--- src/rtl/mac_seq_ctrl.sv ---
// mac_seq_ctrl
//   Sequencing controller that builds a W x W unsigned multiply-accumulate
//   from a single external 2x2 multiplier (mult2bit). Accepted operands are
//   latched. Every pair of 2-bit digits is then walked through mult2bit, one
//   pair per cycle with the b digit (j) stepping fastest. The shifted 4-bit
//   partials are summed into a 2W-bit product register, and the finished
//   product is added into the accumulator.
//
// Build option:
//   MAC_SAT_EN  defined   -> an accumulate carry out saturates acc to all-ones
//               undefined -> an accumulate carry out wraps modulo 2^ACC_W
//   ovf is set on a carry out in both builds. Cycle timing is identical.
//
// Parameters:
//   W      operand width (even, >= 2)
//   ACC_W  accumulator width (>= 2*W)
//
// Ports:
//   clk, rst          rising-edge clock, synchronous active-high reset
//   in_valid/in_ready operand handshake; accept = in_valid && in_ready
//   in_a, in_b        unsigned operands
//   clr_acc           replace (rather than add to) acc for this operation
//   mult_a, mult_b    digit pair driven to mult2bit (0 outside MULT)
//   mult_p            combinational mult2bit product
//   busy              high in MULT and ACC
//   done              one-cycle pulse after the accumulator update
//   acc               accumulator
//   ovf               sticky overflow flag
module mac_seq_ctrl #(
  parameter int W     = 8,
  parameter int ACC_W = 20
) (
  input  logic             clk,
  input  logic             rst,
  input  logic             in_valid,
  output logic             in_ready,
  input  logic [W-1:0]     in_a,
  input  logic [W-1:0]     in_b,
  input  logic             clr_acc,
  output logic [1:0]       mult_a,
  output logic [1:0]       mult_b,
  input  logic [3:0]       mult_p,
  output logic             busy,
  output logic             done,
  output logic [ACC_W-1:0] acc,
  output logic             ovf
);

  localparam int ND = W / 2;
  localparam int CW = (ND > 1) ? $clog2(ND) : 1;
  localparam logic [CW-1:0] LAST = CW'(ND - 1);

  typedef enum logic [1:0] {
    IDLE = 2'd0,
    MULT = 2'd1,
    ACC  = 2'd2,
    DONE = 2'd3
  } state_t;

  state_t           state_q, state_d;
  logic [CW-1:0]    i_q, i_d;
  logic [CW-1:0]    j_q, j_d;
  logic [W-1:0]     a_lat_q, a_lat_d;
  logic [W-1:0]     b_lat_q, b_lat_d;
  logic             clr_lat_q, clr_lat_d;
  logic [2*W-1:0]   prod_q, prod_d;
  logic [ACC_W-1:0] acc_q, acc_d;
  logic             ovf_q, ovf_d;

  logic [CW:0]      dig_sum;
  logic [2*W-1:0]   part;
  logic [ACC_W-1:0] prod_ext;
  logic [ACC_W:0]   acc_sum;

  // Accumulate with the carry returned in the top bit. Under MAC_SAT_EN a
  // carry clamps the result to all-ones; a saturated acc then stays
  // saturated, because any non-zero add carries again.
  function automatic logic [ACC_W:0] acc_add(input logic [ACC_W-1:0] acc_in,
                                             input logic [2*W-1:0]   prod_in);
    logic [ACC_W:0] ext;
    logic [ACC_W:0] sum;
    ext            = '0;
    ext[2*W-1:0]   = prod_in;
    sum            = {1'b0, acc_in} + ext;
`ifdef MAC_SAT_EN
    if (sum[ACC_W]) begin
      sum = {1'b1, {ACC_W{1'b1}}};
    end
`endif
    return sum;
  endfunction

  // Digit select and partial-product alignment
  always_comb begin
    dig_sum       = {1'b0, i_q} + {1'b0, j_q};
    part          = '0;
    part[3:0]     = mult_p;
    part          = part << {dig_sum, 1'b0};
    prod_ext      = '0;
    prod_ext[2*W-1:0] = prod_q;
    acc_sum       = acc_add(acc_q, prod_q);
  end

  assign mult_a   = (state_q == MULT) ? a_lat_q[{i_q, 1'b0} +: 2] : 2'b00;
  assign mult_b   = (state_q == MULT) ? b_lat_q[{j_q, 1'b0} +: 2] : 2'b00;
  assign in_ready = (state_q == IDLE);
  assign busy     = (state_q == MULT) || (state_q == ACC);
  assign done     = (state_q == DONE);
  assign acc      = acc_q;
  assign ovf      = ovf_q;

  // Next-state and register updates
  always_comb begin
    state_d   = state_q;
    i_d       = i_q;
    j_d       = j_q;
    a_lat_d   = a_lat_q;
    b_lat_d   = b_lat_q;
    clr_lat_d = clr_lat_q;
    prod_d    = prod_q;
    acc_d     = acc_q;
    ovf_d     = ovf_q;
    case (state_q)
      IDLE: begin
        if (in_valid) begin
          a_lat_d   = in_a;
          b_lat_d   = in_b;
          clr_lat_d = clr_acc;
          prod_d    = '0;
          i_d       = '0;
          j_d       = '0;
          state_d   = MULT;
        end
      end
      MULT: begin
        prod_d = prod_q + part;
        if (j_q == LAST) begin
          j_d = '0;
          if (i_q == LAST) begin
            i_d     = '0;
            state_d = ACC;
          end else begin
            i_d = i_q + CW'(1);
          end
        end else begin
          j_d = j_q + CW'(1);
        end
      end
      ACC: begin
        if (clr_lat_q) begin
          acc_d = prod_ext;
          ovf_d = 1'b0;
        end else begin
          acc_d = acc_sum[ACC_W-1:0];
          if (acc_sum[ACC_W]) begin
            ovf_d = 1'b1;
          end
        end
        state_d = DONE;
      end
      DONE: begin
        state_d = IDLE;
      end
      default: begin
        state_d = IDLE;
      end
    endcase
  end

  // Control and result registers
  always_ff @(posedge clk) begin
    if (rst) begin
      state_q   <= IDLE;
      i_q       <= '0;
      j_q       <= '0;
      clr_lat_q <= 1'b0;
      prod_q    <= '0;
      acc_q     <= '0;
      ovf_q     <= 1'b0;
    end else begin
      state_q   <= state_d;
      i_q       <= i_d;
      j_q       <= j_d;
      clr_lat_q <= clr_lat_d;
      prod_q    <= prod_d;
      acc_q     <= acc_d;
      ovf_q     <= ovf_d;
    end
  end

  // Operand latches
  always_ff @(posedge clk) begin
    a_lat_q <= a_lat_d;
    b_lat_q <= b_lat_d;
  end

endmodule

--- config.mk ---
export PLATFORM = sky130hd
export DESIGN_NAME = mac_seq_ctrl
export DESIGN_NICKNAME = d
export VERILOG_FILES = /design/src/rtl/mac_seq_ctrl.sv
export SDC_FILE = /design/constraint.sdc
export NUM_CORES = 1
export LEC_CHECK = 0
export CORE_MARGIN = 2
export CORE_UTILIZATION = 46
export DETAILED_ROUTE_END_ITERATION = 8
export PLACE_DENSITY = 0.81
export SKIP_LAST_GASP = 1
export SYNTH_ARGS = -nofsm -noshare
export SYNTH_HDL_FRONTEND = slang
export SYNTH_SLANG_ARGS = --single-unit
--- constraint.sdc ---
create_clock -name clk -period 3.25 [get_ports clk]
set_input_delay 0.65 -clock clk [delete_from_list [all_inputs] [get_ports clk]]
set_output_delay 0.65 -clock clk [all_outputs]
set_load 0.01 [all_outputs]
# Yosys cells after proc, flatten, opt, wreduce, memory -nomap -nowiden
# Index checks and enable logic that the tools add are counted.
[totals] output_inout_bits=28 reg_bits=60 elab_cells=51 rom_bits=0 in_bits=24 mem_bits_rw=0 n_memories=0 latchBits=0
[op_classes] n_mul=0 n_addsub=5 n_eq_ne=8 muxes=17 reduce_logical=9 n_lt_le_gt_ge=0 n_div=0 shift=3 n_bitwise=0
[op_table] operator="16-bit one-hot mux with 2 select lines" n=1
[op_table] operator="20-bit by 16-bit adder with 21-bit output" n=1
[op_table] operator="20-bit 2-to-1 mux" n=1
[op_table] operator="2-bit 2-to-1 mux" n=9
[op_table] operator="16-bit adder" n=1
[op_table] operator="16-bit 2-to-1 mux" n=1
[op_table] operator="8-bit by 4-bit indexed part select with 2-bit output" n=2
[op_table] operator="4-bit by 4-bit << shifter with 16-bit output" n=1
[op_table] operator="2-bit equality test, second input constant" n=4
[op_table] operator="2-bit one-hot mux with 2 select lines" n=2
[op_table] operator="2-bit one-hot mux with 4 select lines" n=1
[op_table] operator="2-bit AND reduction" n=3
[op_table] operator="3-bit AND reduction" n=2
[op_table] operator="2-bit by 1-bit adder with 2-bit output, second input constant" n=2
[op_table] operator="2-bit by 1-bit != test with 1-bit output, second input constant" n=2
[op_table] operator="2-bit nonzero test" n=2
[op_table] operator="2-bit by 2-bit adder with 3-bit output" n=1
[op_table] operator="2-bit by 1-bit equality test with 1-bit output, second input constant" n=1
[op_table] operator="2-bit logical NOT" n=1
[op_table] operator="1-bit 2-to-1 mux" n=2
[op_table] operator="2-bit != test, second input constant" n=1
[op_table] operator="1-bit logical OR" n=1

# Depth between registers and ports, before layout
[depth] word_depth=4 depth_mapped=16 ltp_nobuf=15

# Least setup slack after synthesis
# No wires, ideal clock.
[synth_timing] kind="register to register" start="reg j_q[0]" end="reg prod_q[12]" t_required_ns=3.133 slack_ns=-0.118 period_less_slack_ns=3.368 path_buffers=1 t_arrival_ns=3.251 path_stages_with_launch=15 setup_time_ns=0.117 path_cell_list="dfxtp_1 -> ha_1 -> inv_1 -> fa_1 -> clkbuf_1 -> nor2_1 -> a31oi_1 -> nor2b_1 -> ha_1 -> a21o_1 -> a221o_1 -> a31oi_1 -> o21bai_1 -> xor2_1 -> a22o_1"
[synth_between] elab_chain_len=4
[synth_lines] item="start, declared" line="62" text="logic [CW-1:0] j_q, j_d;"
[synth_lines] item="start signal, assigned" line="183" text="j_q <= j_d;"
[synth_lines] item="2-bit by 2-bit adder with 3-bit output" line="95" text="dig_sum = {1'b0, i_q} + {1'b0, j_q};"
[synth_lines] item="4-bit by 4-bit << shifter with 16-bit output" line="98" text="part = part << {dig_sum, 1'b0};"
[synth_lines] item="16-bit adder" line="136" text="prod_d = prod_q + part;"
[synth_lines] item="16-bit one-hot mux with 2 select lines" line="123" text="case (state_q)"
[synth_lines] item="end signal, assigned" line="185" text="prod_q <= prod_d;"
[synth_lines] item="end, declared" line="66" text="logic [2*W-1:0] prod_q, prod_d;"
# Every way passes these cells.
# A chain may end at the register's enable or synchronous reset.

# Worst setup path after layout
[layout_timing] start="reg j_q[0]" end="reg prod_q[14]"
# The elaborated chain is that of the path after synthesis.

==> reports/results.ini <==
[sta]
unrepaired_setup_endpoints_after_global_routing=true
slew_at_the_pin_with_the_worst_max_slew_slack_ns=0.957
timing_max_transition_violations_final=0
period_share=0.989
fin_tns_setup_ns=0
worst_hold_slack_ns=0.504
fin_ws_ns=0.0356
final_worst_clock_skew_ns=0.0152
finalCriticalPeriod_ns=3.21
hold_viol=0
max_slew_margin=0.361
finalSetupViolCount=0
fmaxAchievable_ghz=0.311

[cts]
cts_sinks=60
clk_path_buf_depth=2
clock-root-buffer=sky130_fd_sc_hd__clkbuf_8
cts-htree-levels=3
tritoncts=built
clk_transition_reported_paths_ns=0.07
cts_made_buffers=9
clock_latency_ns=0.35

[placed_design]
gp_routability_congestion=0.891
dp.cells=614
detailed_place.area_sq_mm=0.00474
io_buffer_count=51
post-place-ws_ns=-0.0182
hpwl_microns=7410

[global_route]
initial_antenna_violation_count=0
via_count_of_the_first_global_routing_pass=3554
first_pass_grt_wire_length_microns=17000
grt.total_usage=0.215
grt_max_degree=30
gr-total-overflow=0

[logic_synthesis]
combinational_family_with_the_most_area_after_synthesis=compound AO/OA/AOI/OAI gates
synth_xor_area_frac=0.0562
post_synth_and_or_nand_nor_area_fraction=0.166
synth_edf_count=16
postSynthNetCount=524
synthCells=459
yosys.cell_types.count=58
mapped_cell_area_sq_mm=0.00405
synth-compound-area-share=0.227
asyncSetResetFlopFracSynth=0
synth_adder_area_share=0.132
ys_seq_area_frac=0.336
synth-main-ff-cell=sky130_fd_sc_hd__dfxtp_1
post_synthesis_area_per_instance_sq_um=8.82
mux_share_of_post_synthesis_cell_area=0.0476
synthesis.yosys.warnings=0
postSynthRegisterBits=60

[routing]
drt-initial-drc-count=266
number_of_search_and_repair_iterations_in_the_first_detailed_routing_pass=5
drt_wl_total_microns=10200
drc_errors=0
drt.antenna.violating_nets=0
route.vias.total=3730
route.detailed.wl_per_inst_microns=16.2
post_drt_via_cell_ratio=5.89

[final_layout]
final_core_util=0.586
drive_above_1_share=0.126
final_cell_area_sq_mm=0.00506
area_delta_synth_final_pct=25.1
nets=585
stdcell_count=633
insertedDiodeCount=0

[critical_path]
required_ns=3.54
cpLargestDelayFamily=adder cells
worstPathBufferInverterCount=2
cp_data_arrival_time_ns=3.51
setup.worst_path.class=flop to flop
critPathSlowestCell=sky130_fd_sc_hd__fa_2
critical_path_peak_fanout=4
cp-end-kind=flop
worstPathCellList=ha_4 -> inv_2 -> fa_2 -> nand2_2 -> nor2_1 -> ha_2 -> inv_1 -> fa_2 -> nand2b_4 -> nand2b_1 -> a221o_1 -> a31oi_4 -> o21ai_2 -> mux2_1 -> nand3_1
timing.critical_path.mode_cell=sky130_fd_sc_hd__fa_2
number_of_gates_on_the_worst_path_with_buffers_counted=15
critPathMaxStageDelay_ns=0.57
worst_reg_to_reg_cells=15
timing.critical_path.from_type=flop

[die]
boundaryPins=52
design.die.area_sq_mm=0.00957
placementRows=34
initial_core_util=0.469
die_height_microns=97.8
die_width_microns=97.8
core_area_sq_mm=0.00864

[status]
result_of_the_run=completed

[job]
drv.max_cap_violation_count=0

[power]
power.ir.vdd_worst_mv=0.296
p_leak_nw=2.08
p_total_mw=2.88
power_density_mw_per_mm2=568

[worst_hold_path]
whs_path_depth=2
worst_hold_path_type=flop to flop

==> Yosys cell counts, types with 2 or more instances <==
master                     count  share of area
sky130_fd_sc_hd__nor2_1       47          0.044
sky130_fd_sc_hd__dfxtp_1      44           0.22
sky130_fd_sc_hd__a21oi_1      40          0.049
sky130_fd_sc_hd__ha_1         38           0.12
sky130_fd_sc_hd__nand2_1      37          0.034
sky130_fd_sc_hd__o21ai_0      22          0.027
sky130_fd_sc_hd__clkbuf_1     17          0.016
sky130_fd_sc_hd__inv_1        17          0.016
sky130_fd_sc_hd__edfxtp_1     16           0.12
sky130_fd_sc_hd__xnor2_1      15          0.032
sky130_fd_sc_hd__nand3_1      13          0.016
sky130_fd_sc_hd__a21o_1       11          0.020
sky130_fd_sc_hd__xor2_1       11          0.024
sky130_fd_sc_hd__o211ai_1     10          0.019
sky130_fd_sc_hd__and3_1        8          0.012
sky130_fd_sc_hd__mux2i_1       8          0.020
sky130_fd_sc_hd__a31oi_1       7          0.011
sky130_fd_sc_hd__nand2b_1      7          0.011
sky130_fd_sc_hd__nor3_1        7         0.0086
sky130_fd_sc_hd__a211oi_1      5         0.0093
sky130_fd_sc_hd__a22o_1        5          0.011
sky130_fd_sc_hd__a22oi_1       5         0.0093
sky130_fd_sc_hd__nand3b_1      5         0.0093
sky130_fd_sc_hd__nor2b_1       5         0.0077
sky130_fd_sc_hd__and2_1        4         0.0062
sky130_fd_sc_hd__mux4_2        4          0.022
sky130_fd_sc_hd__nand4_1       4         0.0062
sky130_fd_sc_hd__o21a_1        4         0.0074
sky130_fd_sc_hd__o21bai_1      4         0.0074
sky130_fd_sc_hd__fa_1          3          0.015
sky130_fd_sc_hd__o211a_1       3         0.0074
sky130_fd_sc_hd__a31o_2        2         0.0043
sky130_fd_sc_hd__a32oi_1       2         0.0043
sky130_fd_sc_hd__nor3b_1       2         0.0037
sky130_fd_sc_hd__o21ai_1       2         0.0025
sky130_fd_sc_hd__o22ai_1       2         0.0031
sky130_fd_sc_hd__or2_2         2         0.0031
==> per-layer routing <==
layer / vias to the layer above / part of all wire / global-route usage / routed length (microns)
met3: 31 / 0.063 / 0.0322 / 640
met2: 140 / 0.48 / 0.365 / 4920
met1: 1746 / 0.42 / 0.279 / 4330
li1: 1813 / - / - / -
met4: 0 / 0.034 / 0.0791 / 345
met5: - / 0 / 0 / 0
==> sequential cells by signal (all words and copies together) (netlist names) <==
register	flops
a_lat_q	8
j_q	2
state_q	2
acc	20
i_q	2
b_lat_q	8
prod_q	16
clr_lat_q	1
ovf	1
==> report_power, final <==
| part | internal (mW) | switching [mW] | total [mW] |
|---|---|---|---|
| Combinational | 0.513 | 0.616 | 1.13 |
| Sequential | 0.921 | 0.118 | 1.04 |
| Clock | 0.399 | 0.310 | 0.708 |
==> area by class of cell <==
cell class / instances / area (sq um)
clock inverters: 4 / 47.5
well taps: 108 / 135
inverters: 18 / 67.6
flip-flops and latches: 60 / 1360
multi-input cells: 362 / 2650
fillers: 717 / 3570
clock buffers: 12 / 156
repair buffers: 69 / 649
==> final timing paths <==
check / startpoint / slack (ns) / to
max: j_q[0]$_SDFFE_PP0P_ / 0.04 / prod_q[14]$_SDFFE_PP0P_
min: acc[8]$_SDFFE_PP0P_ / 0.50 / acc[8]$_SDFFE_PP0P_
max reg2reg: j_q[0]$_SDFFE_PP0P_ / 0.04 / prod_q[14]$_SDFFE_PP0P_
min reg2reg: acc[8]$_SDFFE_PP0P_ / 0.50 / acc[8]$_SDFFE_PP0P_
==> layout by cell type (no fill, tap or decap), drive strengths merged, types with 6 or more instances in the layout <==
master         instances
a211oi                 6
a21o                  11
a21oi                 41
a31oi                  7
and3                   8
buf                   18
clkbuf                12
clkdlybuf4s50         51
dfxtp                 44
edfxtp                16
ha                    38
inv                   18
mux2i                  8
nand2                 37
nand2b                 7
nand3                 13
nor2                  47
nor3                   7
o211ai                10
o21ai                 25
xnor2                 15
xor2                  11
==> cell families (layout without fill, tap and decap cells) <==
group	Yosys count	in the layout
AO/OA/AOI/OAI	138	138
multiplexers	14	14
flip-flops	60	60
AND/OR/NAND/NOR	143	143
adder cells (fa/ha/maj)	41	41
buffers and inverters	37	103
XOR/XNOR	26	26
==> what timing repair did <==
action	4_1_cts	5_1_grt
setup endpoints to repair	2	7
setup buffers	1	2
hold buffers	0	0
pin swaps	1	8
resized for setup	1	20
==> tightest hold or removal path, stage by stage, from the launching register on <==
cell and delay (ns):
sky130_fd_sc_hd__dfxtp_1 0.33, sky130_fd_sc_hd__nor2_1 0.09, sky130_fd_sc_hd__a211oi_1 0.05
Power figures use the tool's default switching activity.
